--- src/rtl/link_rx.sv ---
`default_nettype none
// +----------------------------------------------------------------------------+
// | Module      : link_rx                                                      |
// | Description : UART 8N1 receiver with a small receive FIFO, exposed on the  |
// |               CPU bus at 0xff01 (data) and 0xff03 (status/control).        |
// | Revision    : 1.0 - initial release                                        |
// +----------------------------------------------------------------------------+
module link_rx #(
  parameter int CLKS_PER_BIT = 36,
  parameter int FIFO_DEPTH   = 4
) (
  input  logic        clock,
  input  logic        reset,
  input  logic [15:0] address,
  input  logic [7:0]  indata,
  output logic [7:0]  outdata,
  input  logic        load,
  input  logic        store,
  input  logic        UART_RX,
  output logic        interrupt
);

  localparam int c_PTR_W = (FIFO_DEPTH > 1) ? $clog2(FIFO_DEPTH) : 1;
  localparam int c_CNT_W = c_PTR_W + 1;
  localparam int c_CYC_W = $clog2(CLKS_PER_BIT);

  localparam logic [c_CYC_W-1:0] c_BIT_LAST  = c_CYC_W'(CLKS_PER_BIT - 1);
  localparam logic [c_CYC_W-1:0] c_HALF_LAST = c_CYC_W'(CLKS_PER_BIT / 2 - 1);
  localparam logic [c_CNT_W-1:0] c_FULL      = c_CNT_W'(FIFO_DEPTH);
  localparam logic [15:0]        c_ADDR_DATA = 16'hff01;
  localparam logic [15:0]        c_ADDR_STAT = 16'hff03;

  typedef enum logic [2:0] {
    S_IDLE  = 3'd0,
    S_START = 3'd1,
    S_DATA  = 3'd2,
    S_STOP  = 3'd3,
    S_BREAK = 3'd4
  } rx_state_t;

  // Synchronizer and receiver state
  logic               r_rx_meta;
  logic               r_rxs;
  rx_state_t          r_state;
  rx_state_t          w_state_nx;
  logic [c_CYC_W-1:0] r_cyc;
  logic [c_CYC_W-1:0] w_cyc_nx;
  logic [2:0]         r_bit;
  logic [2:0]         w_bit_nx;
  logic [7:0]         r_shift;
  logic [7:0]         w_shift_nx;
  logic               w_push_req;
  logic               w_frame_set;

  // FIFO and flags
  logic [7:0]         r_mem [FIFO_DEPTH];
  logic [c_PTR_W-1:0] r_wr_ptr;
  logic [c_PTR_W-1:0] r_rd_ptr;
  logic [c_CNT_W-1:0] r_count;
  logic               r_overrun;
  logic               r_frame_err;

  logic               w_stat_wr;
  logic               w_pop;
  logic               w_full;
  logic               w_push_ok;
  logic               w_overrun_set;
  logic [3:0]         w_cnt4;
  logic [7:0]         w_status;
  logic [7:0]         w_rd_data;
  logic               w_unused_bits;

  assign w_unused_bits = ^{indata[7], indata[4:1]};

  always_ff @(posedge clock) begin
    if (reset) begin
      r_rx_meta <= 1'b1;
      r_rxs     <= 1'b1;
    end else begin
      r_rx_meta <= UART_RX;
      r_rxs     <= r_rx_meta;
    end
  end

  always_ff @(posedge clock) begin
    if (reset) begin
      r_state <= S_IDLE;
      r_cyc   <= '0;
      r_bit   <= '0;
      r_shift <= '0;
    end else begin
      r_state <= w_state_nx;
      r_cyc   <= w_cyc_nx;
      r_bit   <= w_bit_nx;
      r_shift <= w_shift_nx;
    end
  end

  always_comb begin
    w_state_nx  = r_state;
    w_cyc_nx    = r_cyc + c_CYC_W'(1);
    w_bit_nx    = r_bit;
    w_shift_nx  = r_shift;
    w_push_req  = 1'b0;
    w_frame_set = 1'b0;
    case (r_state)
      S_IDLE: begin
        w_cyc_nx = '0;
        if (!r_rxs) w_state_nx = S_START;
      end
      S_START: begin
        if (r_cyc == c_HALF_LAST) begin
          w_cyc_nx   = '0;
          w_bit_nx   = '0;
          w_state_nx = r_rxs ? S_IDLE : S_DATA;
        end
      end
      S_DATA: begin
        if (r_cyc == c_BIT_LAST) begin
          w_cyc_nx          = '0;
          w_shift_nx[r_bit] = r_rxs;
          w_bit_nx          = r_bit + 3'd1;
          if (r_bit == 3'd7) w_state_nx = S_STOP;
        end
      end
      S_STOP: begin
        if (r_cyc == c_BIT_LAST) begin
          w_cyc_nx = '0;
          if (r_rxs) begin
            w_push_req = 1'b1;
            w_state_nx = S_IDLE;
          end else begin
            w_frame_set = 1'b1;
            w_state_nx  = S_BREAK;
          end
        end
      end
      S_BREAK: begin
        w_cyc_nx = '0;
        if (r_rxs) w_state_nx = S_IDLE;
      end
      default: begin
        w_cyc_nx   = '0;
        w_state_nx = S_IDLE;
      end
    endcase
  end

  // A pop in the same cycle frees a slot, so a full FIFO can still accept.
  assign w_stat_wr     = store && (address == c_ADDR_STAT);
  assign w_pop         = w_stat_wr && indata[0] && (r_count != '0);
  assign w_full        = (r_count == c_FULL);
  assign w_push_ok     = w_push_req && (!w_full || w_pop);
  assign w_overrun_set = w_push_req && !w_push_ok;

  always_ff @(posedge clock) begin
    if (w_push_ok) r_mem[r_wr_ptr] <= r_shift;
  end

  always_ff @(posedge clock) begin
    if (reset) begin
      r_wr_ptr    <= '0;
      r_rd_ptr    <= '0;
      r_count     <= '0;
      r_overrun   <= 1'b0;
      r_frame_err <= 1'b0;
      interrupt   <= 1'b0;
      outdata     <= '0;
    end else begin
      if (w_push_ok) r_wr_ptr <= r_wr_ptr + c_PTR_W'(1);
      if (w_pop)     r_rd_ptr <= r_rd_ptr + c_PTR_W'(1);
      case ({w_push_ok, w_pop})
        2'b10:   r_count <= r_count + c_CNT_W'(1);
        2'b01:   r_count <= r_count - c_CNT_W'(1);
        default: r_count <= r_count;
      endcase

      if (w_overrun_set)                r_overrun <= 1'b1;
      else if (w_stat_wr && indata[6])  r_overrun <= 1'b0;

      if (w_frame_set)                  r_frame_err <= 1'b1;
      else if (w_stat_wr && indata[5])  r_frame_err <= 1'b0;

      interrupt <= w_push_ok;

      if (load && !store) outdata <= w_rd_data;
    end
  end

  if (c_CNT_W >= 4) begin : g_cnt_wide
    assign w_cnt4 = r_count[3:0];
  end else begin : g_cnt_narrow
    assign w_cnt4 = {{(4 - c_CNT_W){1'b0}}, r_count};
  end

  assign w_status = {(r_count != '0), r_overrun, r_frame_err, 1'b0, w_cnt4};

  always_comb begin
    w_rd_data = '0;
    if (address == c_ADDR_DATA) begin
      if (r_count != '0) w_rd_data = r_mem[r_rd_ptr];
    end else if (address == c_ADDR_STAT) begin
      w_rd_data = w_status;
    end
  end

endmodule
`default_nettype wire

--- config.mk ---
export PLATFORM = sky130hd
export DESIGN_NAME = link_rx
export DESIGN_NICKNAME = d
export VERILOG_FILES = /design/src/rtl/link_rx.sv
export SDC_FILE = /design/constraint.sdc
export NUM_CORES = 1
export LEC_CHECK = 0
export CAP_MARGIN = 20
export CORE_MARGIN = 2
export CORE_UTILIZATION = 51
export DETAILED_ROUTE_END_ITERATION = 16
export HOLD_SLACK_MARGIN = 0.15
export PLACE_DENSITY_LB_ADDON = 0.08
export SYNTH_ARGS = -nofsm -noshare
export SYNTH_HDL_FRONTEND = slang
export SYNTH_SLANG_ARGS = --single-unit
--- constraint.sdc ---
create_clock -name clock -period 5.3 [get_ports clock]
set_input_delay 1.59 -clock clock [delete_from_list [all_inputs] [get_ports clock]]
set_output_delay 1.59 -clock clock [all_outputs]
set_load 0.01 [all_outputs]
==> impl_metrics.json, run 1 <==
{
  "drv_cap": 0,
  "core_area_um2": 6280,
  "die_h_um": 84.0,
  "fin_skew_ns": 0.0132,
  "first_iter_violations": 91,
  "max-vdd-ir-drop_mv": 0.183,
  "avgSynthCellArea_um2": 11.7,
  "min_path_cells": 1,
  "ys_ff_latch": 74,
  "grt_usage": 0.177,
  "hold_path_class": "flip-flop to flip-flop",
  "ys_seq_area_frac": 0.553,
  "nFillCells": 503,
  "syn_nets": 317,
  "cts.clk_slew.worst_paths_ns": 0.07,
  "antennaDiodeCount": 0,
  "maxSlewHeadroom": 0.345,
  "grt_max_degree": 28,
  "timing.hold.ws_ns": 0.417,
  "power_switching_uw": 217,
  "start_util": 0.519,
  "ys_async_sr_fraction": 0,
  "hpwl_um": 4260,
  "synthCells": 279,
  "gr-total-overflow": 0,
  "clock_latency_ns": 0.34,
  "post-route-period-util": 0.831,
  "hold_buffers": 0,
  "wl_per_cell_um": 15.0,
  "grt_setup_unrepaired": "false",
  "intPower_uw": 875,
  "synth_top_area_frac": 0.295,
  "critPathCapture": "r_count[2]$_SDFFE_PP0P_",
  "path_max_fanout": 6,
  "cts_made_buffers": 9,
  "finalSetupViolCount": 0,
  "fin_nets": 347,
  "fp-row-count": 29,
  "r2r-end": "r_mem[0][2]$_DFFE_PP_",
  "start_kind": "input pin",
  "dp_slack_ns": 0.569,
  "slew_viol_final": 0,
  "postCtsSetupRepairBufs": 0,
  "cp_data_arrival_time_ns": 4.65,
  "clock-sinks": 74,
  "clock-root-buffer": "clkbuf_8",
  "clock_path_buffers": 2,
  "wl_um": 5860,
  "grt_pass1_wl_um": 9750,
  "first_pass_iters": 4,
  "drc": 0,
  "finish.utilization": 0.608,
  "port_buffers": 32,
  "finalInstanceArea_um2": 3820,
  "cts_resized": 0,
  "layout-drive-gt1-share": 0.115,
  "synth_edf_count": 32,
  "ant_nets": 0,
  "hold_viol": 0,
  "antenna_found_initial": 0,
  "setup_ws_ns": 0.898,
  "yosysUniqueCellTypes": 55,
  "clockPowerShare": 0.428,
  "crit_path_end_kind": "flip-flop",
  "place_area_um2": 3600,
  "synth-main-ff-cell": "dfxtp_1",
  "num_vias": 2130,
  "status": "finished, final reports clean",
  "max_freq_mhz": 227,
  "worst_pin_slew_ns": 0.980,
  "comb_power_share": 0.029,
  "die_x_um": 84.0,
  "yosysTopAreaCell": "edfxtp_1",
  "tns_ns": 0,
  "r2r_slack_ns": 2.64,
  "timing.rr.start": "r_state[1]$_SDFFE_PP0P_",
  "yosys_warnings": 0,
  "powerDensity_nw_per_um2": 286,
  "syn_area_um2": 3260,
  "area_delta_synth_final_pct": 17.0,
  "die-area_um2": 7050,
  "finalCriticalPeriod_ns": 4.40,
  "seq_power_share": 0.542,
  "synthTopCellsByArea": "edfxtp_1, dfxtp_1, mux4_2, nor2_1, ha_1",
  "critPathKind": "input pin to flip-flop",
  "crit_required_ns": 5.55,
  "gp_congestion": 0.824,
  "leakage_uw": 0.00125,
  "r2r_cells": 4,
  "io-pin-count": 38,
  "crit_path_start": "address[5]",
  "viasPerCell": 5.45,
  "h-tree-depth": 3,
  "cts_tree": "yes",
  "sw_frac_of_total": 0.199,
  "grt_pass1_vias": 2083
}
[area by class of cell]
| cell class | count | area (um^2) | area share |
|---|---|---|---|
| Timing Repair Buffer | 33 | 328 | 0.0859 |
| Clock buffer | 10 | 128 | 0.0334 |
| Sequential cell | 74 | 1800 | 0.472 |
| Multi-Input combinational cell | 181 | 1340 | 0.350 |
| Tap cell | 77 | 96.3 | 0.0252 |
| Clock inverter | 6 | 88.8 | 0.0233 |
| Inverter | 10 | 37.5 | 0.00984 |
[registers in the layout, summed over array words and instances, names as in the netlist, named ones only]
signal and count:
r_rx_meta 1, r_bit 3, r_state 3, r_count 3
r_rxs 1, r_wr_ptr 2, r_shift 8, r_overrun 1
r_mem 32, outdata 8, r_cyc 6, r_rd_ptr 2
r_frame_err 1, interrupt 1
[how the worst min path moves through the flow]
| stage | start | to | slack, ns |
|---|---|---|---|
| final | r_rx_meta$_SDFF_PP1_ | r_rxs$_SDFF_PP1_ | 0.42 |
| after global routing | r_rx_meta$_SDFF_PP1_ | r_rxs$_SDFF_PP1_ | 0.45 |
| after CTS | r_rx_meta$_SDFF_PP1_ | r_rxs$_SDFF_PP1_ | 0.42 |
| after detailed placement | r_rx_meta$_SDFF_PP1_ | r_rxs$_SDFF_PP1_ | 0.40 |
| after global placement | r_rx_meta$_SDFF_PP1_ | r_rxs$_SDFF_PP1_ | 0.40 |
| after floorplan | r_rx_meta$_SDFF_PP1_ | r_rxs$_SDFF_PP1_ | 0.39 |
[metrics by stage]
step,total power [uW],std cells
after floorplan,617,279
after global placement,638,375
after detailed placement,638,375
after CTS,1110,391
after global routing,1130,391
final,1090,391
[layer usage]
metal  global-route usage  wire length [um]  vias up  share of wire
met5                    0                 0        -              0
met4               0.0836                94        0          0.016
met3               0.0326               161        8          0.027
met2                0.300              2940       29           0.50
met1                0.218              2670     1017           0.45
li1                     -                 -     1076              -
[critical path, stage by stage]
cell and delay, ns:
clkdlybuf4s50_1 0.40, or4b_4 0.56, or4_4 0.56, nor3_1 0.32, nand2_1 0.13, fa_1 0.47, a2111o_1 0.37, o311a_1 0.13
a21oi_1 0.13
[synth_stat cells, types with 3 or more instances]
cell type / n
nor2_1: 31
mux2i_1: 7
a21oi_1: 17
and2_1: 5
nor3b_1: 3
nand3_1: 10
nor3_1: 4
nand4_1: 7
dfxtp_1: 42
ha_1: 8
buf_1: 3
clkbuf_1: 6
edfxtp_1: 32
mux4_2: 8
nand2_1: 19
a22oi_1: 7
nand2b_1: 8
inv_1: 10
xnor2_1: 6
[cell usage in the layout (no fill, tap or decap), types with 2 or more instances in the layout]
master	synthesis	routed
mux2i_1	7	7
nand4b_1	2	2
nor2b_1	2	2
or2_2	2	2
nand4_1	7	7
xor2_1	2	2
nor4b_1	2	2
edfxtp_1	32	32
o31ai_1	2	2
clkdlybuf4s50_1	0	32
nand3_1	10	10
nor3b_1	3	3
nor3_1	4	4
nor2_1	31	31
mux4_2	8	8
bufinv_16	0	2
o21ai_0	2	2
xnor2_1	6	6
nand3b_1	2	2
dfxtp_1	42	42
nor4_4	2	2
nand2b_1	8	8
ha_1	8	8
a21oi_1	17	17
clkbuf_8	2	9
inv_1	10	10
nand2_1	19	19
and2_1	5	5
a22oi_1	7	7
[cell families after synthesis]
kind of cell / after synthesis / synth area share
AO/OA/AOI/OAI: 39 / 0.0802
XOR/XNOR: 8 / 0.0215
adder cells (fa/ha/maj): 9 / 0.0368
buffers and inverters: 24 / 0.0376
flip-flops: 74 / 0.553
multiplexers: 17 / 0.0837
AND/OR/NAND/NOR: 108 / 0.188
[power by group through the flow]
stage / combinational [uW] / sequential (uW) / clock (uW)
after detailed placement: 32.3 / 606 / 0
after CTS: 32.4 / 593 / 483
after floorplan: 12.9 / 604 / 0
after global placement: 31.8 / 606 / 0
after global routing: 35.1 / 593 / 504
final: 32.1 / 593 / 468
Power figures use the tool's default switching activity.
==> run 2, diff against run 1 <==
Clock period 5.3 ns to 4.36 ns, I/O delays scaled along.
==> impl_metrics.json, run 2 (synthesis gave the netlist of run 1 again) <==
{
  "fin_skew_ns": 0.00725,
  "tns_ns": 0,
  "powerDensity_nw_per_um2": 334,
  "crit_path_end_kind": "flip-flop",
  "holdPathEnd": "r_rxs$_SDFF_PP1_",
  "path_max_fanout": 5,
  "wl_per_cell_um": 14.6,
  "ant_nets": 0,
  "grt_pass1_vias": 2035,
  "intPower_uw": 1010,
  "first_iter_violations": 76,
  "viasPerCell": 5.45,
  "place_area_um2": 3630,
  "postCtsSetupRepairBufs": 0,
  "min_path_cells": 1,
  "hold_viol": 0,
  "r2r-end": "r_mem[2][7]$_DFFE_PP_",
  "fin_cells": 395,
  "clock-root-buffer": "clkbuf_8",
  "finalSetupViolCount": 0,
  "area_delta_synth_final_pct": 17.2,
  "drv_cap": 0,
  "antennaDiodeCount": 0,
  "hpwl_um": 4130,
  "grt_usage": 0.175,
  "fin_nets": 351,
  "largest_reg_flops": 32,
  "cts.clk_slew.worst_paths_ns": 0.08,
  "die_x_um": 84.0,
  "mostFrequentLayoutCells": "dfxtp_1, clkdlybuf4s50_1, edfxtp_1",
  "clock-sinks": 74,
  "leakage_uw": 0.00127,
  "slew_viol_final": 0,
  "gp_congestion": 0.798,
  "reg_top3": "r_mem: 32 flops, outdata: 8 flops, r_shift: 8 flops",
  "cts_resized": 0,
  "antenna_found_initial": 0,
  "cts_tree": "yes",
  "comb_power_share": 0.030,
  "place_inst": 379,
  "start_util": 0.519,
  "regMostFlops": "r_mem",
  "layout-drive-gt1-share": 0.129,
  "worst_pin_slew_ns": 0.608,
  "finalCriticalPeriod_ns": 3.90,
  "cts_made_buffers": 9,
  "cp_data_arrival_time_ns": 4.17,
  "grt_pass1_wl_um": 9580,
  "hold_path_class": "flip-flop to flip-flop",
  "power_switching_uw": 272,
  "max_freq_mhz": 257,
  "hold_buffers": 0,
  "timing.hold.ws_ns": 0.421,
  "r2r_cells": 5,
  "clock_latency_ns": 0.34,
  "io-pin-count": 38,
  "clockPowerShare": 0.406,
  "max-vdd-ir-drop_mv": 0.210,
  "mostFrequentLayoutCell": "dfxtp_1",
  "num_vias": 2152,
  "worstHoldStart": "r_rx_meta$_SDFF_PP1_",
  "drc": 0,
  "port_buffers": 32,
  "gr-total-overflow": 0,
  "clock_path_buffers": 2,
  "start_kind": "input pin",
  "total_power_uw": 1280,
  "status": "finished, final reports clean",
  "h-tree-depth": 3,
  "die-area_um2": 7050,
  "nFillCells": 512,
  "first_pass_iters": 4,
  "fp-row-count": 29,
  "maxSlewHeadroom": 0.591,
  "timing.rr.start": "r_state[1]$_SDFFE_PP0P_",
  "post-route-period-util": 0.894,
  "r2r_slack_ns": 1.80,
  "core_area_um2": 6280,
  "critPathKind": "input pin to flip-flop",
  "grt_max_degree": 25,
  "crit_required_ns": 4.63,
  "sw_frac_of_total": 0.213,
  "die_h_um": 84.0,
  "seq_power_share": 0.564,
  "finalInstanceArea_um2": 3820,
  "grt_setup_unrepaired": "false",
  "wl_um": 5750
}
==> run 2: cell type report <==
class / count / area, um^2 / share of cell area
sequential: 74 / 1800 / 0.471
multi-input combinational: 181 / 1340 / 0.350
timing repair buffer: 37 / 358 / 0.0936
clock buffer: 10 / 128 / 0.0334
tap: 77 / 96.3 / 0.0252
clock inverter: 6 / 65.1 / 0.0170
inverter: 10 / 37.5 / 0.00982
==> run 2: through the flow <==
stage           util  setup WS (ns)
2_1_floorplan      -          0.468
3_3_place_gp   0.578          0.137
3_5_place_dp   0.578          0.109
4_1_cts        0.609          0.461
5_1_grt        0.609          0.313
6_report       0.609          0.464
==> run 2: power groups by stage <==
stage / Clock, uW / Combinational, uW / Sequential (uW)
after global placement: 0 / 38.6 / 736
after floorplan: 0 / 15.7 / 735
after detailed placement: 0 / 38.7 / 736
final: 519 / 38.7 / 720
after global routing: 566 / 42.1 / 720
after CTS: 533 / 39.2 / 720
==> run 2: worst max-delay path, cell delays in order <==
cell and delay, ns:
clkdlybuf4s50_1 0.40, or4b_4 0.56, or4_4 0.50, nor3_1 0.25, nand2_1 0.10, fa_1 0.46
a2111o_1 0.36, o311a_1 0.12, a21oi_1 0.12
==> run 2: metal layers <==
metal / GRT usage / share of wire
met5: 0 / 0
met4: 0.0806 / 0.017
met3: 0.0475 / 0.037
met2: 0.279 / 0.47
met1: 0.223 / 0.47
==> run 2: how the worst max path moves through the flow <==
| stage | depth (start not counted) | start | to | slack [ns] |
|---|---|---|---|---|
| 5_1_grt | 9 | address[5] | r_count[2]$_SDFFE_PP0P_ | 0.31 |
| 3_5_place_dp | 9 | address[5] | r_count[2]$_SDFFE_PP0P_ | 0.11 |
| 4_1_cts | 9 | address[5] | r_count[2]$_SDFFE_PP0P_ | 0.46 |
| 3_3_place_gp | 9 | address[5] | r_count[2]$_SDFFE_PP0P_ | 0.14 |
| 6_report | 9 | address[5] | r_count[2]$_SDFFE_PP0P_ | 0.46 |
| 2_1_floorplan | 9 | address[5] | r_count[2]$_SDFFE_PP0P_ | 0.47 |
==> patch, RTL diff (settings of run 1) <==
Re-encode `rx_state_t` (5 states) as one-hot, 5 bits wide.
--- a/src/rtl/link_rx.sv
+++ b/src/rtl/link_rx.sv
@@ -32,8 +32,8 @@
 
-  typedef enum logic [2:0] {
-    S_IDLE  = 3'd0,
-    S_START = 3'd1,
-    S_DATA  = 3'd2,
-    S_STOP  = 3'd3,
-    S_BREAK = 3'd4
+  typedef enum logic [4:0] {
+    S_IDLE  = 5'b00001,
+    S_START = 5'b00010,
+    S_DATA  = 5'b00100,
+    S_STOP  = 5'b01000,
+    S_BREAK = 5'b10000
   } rx_state_t;
Check against the original RTL: no difference found for any inputs over 10 cycles, from zero or initial values and one cycle with reset high; not proved beyond that.
==> patch against run 1 <==
  * Routed wire length up 8.0%
  * Sequential cell count up 2
  * Synthesized area up 5.6%
  * Worst setup slack better by 0.42 ns
  * Design area up 3.7%
  * First-iteration DRC count down 2.2%
  * Critical path type unchanged
  * Critical endpoint unchanged
Power is not compared: it rests on default switching activity, and its combinational part moved more than twofold at a synthesized area within 25%.
==> patch: results <==
{
  "place_area_um2": 3790,
  "finClkSkew_ns": 0.00768,
  "avgViaCountPerCell": 5.66,
  "slowest_stage": "and4_1",
  "avgSynthCellArea_um2": 11.3,
  "pre_cts_slack_ns": 0.946,
  "dpl.hpwl_um": 4390,
  "synth_mux_area_share_pct": 8.90,
  "ys.flop_type": "dfxtp_1",
  "synthTopCellsByArea": "edfxtp_1 (28%), dfxtp_1 (26%), mux4_2 (5.2%), nor2_1 (3.6%), a21oi_1 (3.2%)",
  "first_iter_violations": 89,
  "status": "finished clean",
  "grt_max_degree": 32,
  "cp_max_fo": 8,
  "r2r-end": "r_count[2]$_SDFFE_PP0P_",
  "synth-xor-area-share_pct": 2.03,
  "nFillCells": 528,
  "ys_top_cells_by_count": "dfxtp_1 (44), nor2_1 (33), edfxtp_1 (32)",
  "gp_congestion": 0.788,
  "wl_met2_um": 2860,
  "internal-power_w": 0.000854,
  "whs_ns": 0.414,
  "drt-total-wl_um": 6330,
  "worstMarginPinSlew_ns": 0.730,
  "r2r-start": "r_state[2]$_SDFFE_PP0P_",
  "grt_first_pass_wirelength_um": 10500,
  "ys_seq_area_share_pct": 53.5,
  "cts-resized-gates": 0,
  "slowest_delay_ns": 0.48,
  "synth_fp_nets": 344,
  "gr-usage-all-layers_pct": 18.3,
  "yosysUniqueCellTypes": 51,
  "synth-compound-area-share_pct": 9.23,
  "wl_met3_um": 324,
  "instances_no_fill": 415,
  "nets": 371,
  "first_global_vias": 2242
}
==> patch: cell types whose count changed in the layout (fill, tap and decap cells not counted), sizes merged, moves of 5 or more <==
cell    before  now
o21ai        2   10
nor2b        2    9
nand2b       8    2
and2         5   10
and3         1    6
nand2       19   14
nand4        7   12
==> patch: power groups by stage <==
stage               Clock, W  Sequential, W  Combinational [W]
floorplan                  0       0.000631          0.0000940
global placement           0       0.000648           0.000111
detailed placement         0       0.000648           0.000113
CTS                 0.000386       0.000635           0.000114
global route        0.000406       0.000637           0.000127
finish              0.000374       0.000635           0.000114
==> patch: kinds of logic (layout without fill, tap and decap cells) <==
group,Yosys count,after routing
DFF,76,76
AOI/OAI and AO/OA,48,48
xor gates and xnor gates,8,8
adders and majority gates,9,9
muxes,20,20
buffers and inverters,25,57
and+or+nand+nor,120,120
==> patch: routing by layer <==
metal	up-vias	track usage, %
li1	1173	-
met5	-	0
met3	8	3.75
met2	56	29.9
met1	1110	23.3
met4	0	8.66
==> patch: final cells by class <==
type	instances	area, um2	area share, %
Clock inverter	3	15.0	0.380
Tap cell	77	96.3	2.44
Clock buffer	13	149	3.76
Timing Repair Buffer	34	335	8.48
Multi-Input combinational cell	205	1490	37.7
Inverter	7	26.3	0.664
Sequential cell	76	1840	46.6
==> patch: worst max-delay path by stage <==
stage,from,to,slack [ns],cells past startpoint
after floorplan,address[5],r_count[2]$_SDFFE_PP0P_,1.72,9
after global placement,address[5],r_count[2]$_SDFFE_PP0P_,0.98,9
after detailed placement,address[5],r_count[2]$_SDFFE_PP0P_,0.95,9
after CTS,address[5],r_count[2]$_SDFFE_PP0P_,1.30,9
after global routing,address[0],r_mem[1][5]$_DFFE_PP_,1.14,6
final,address[5],r_count[2]$_SDFFE_PP0P_,1.32,9
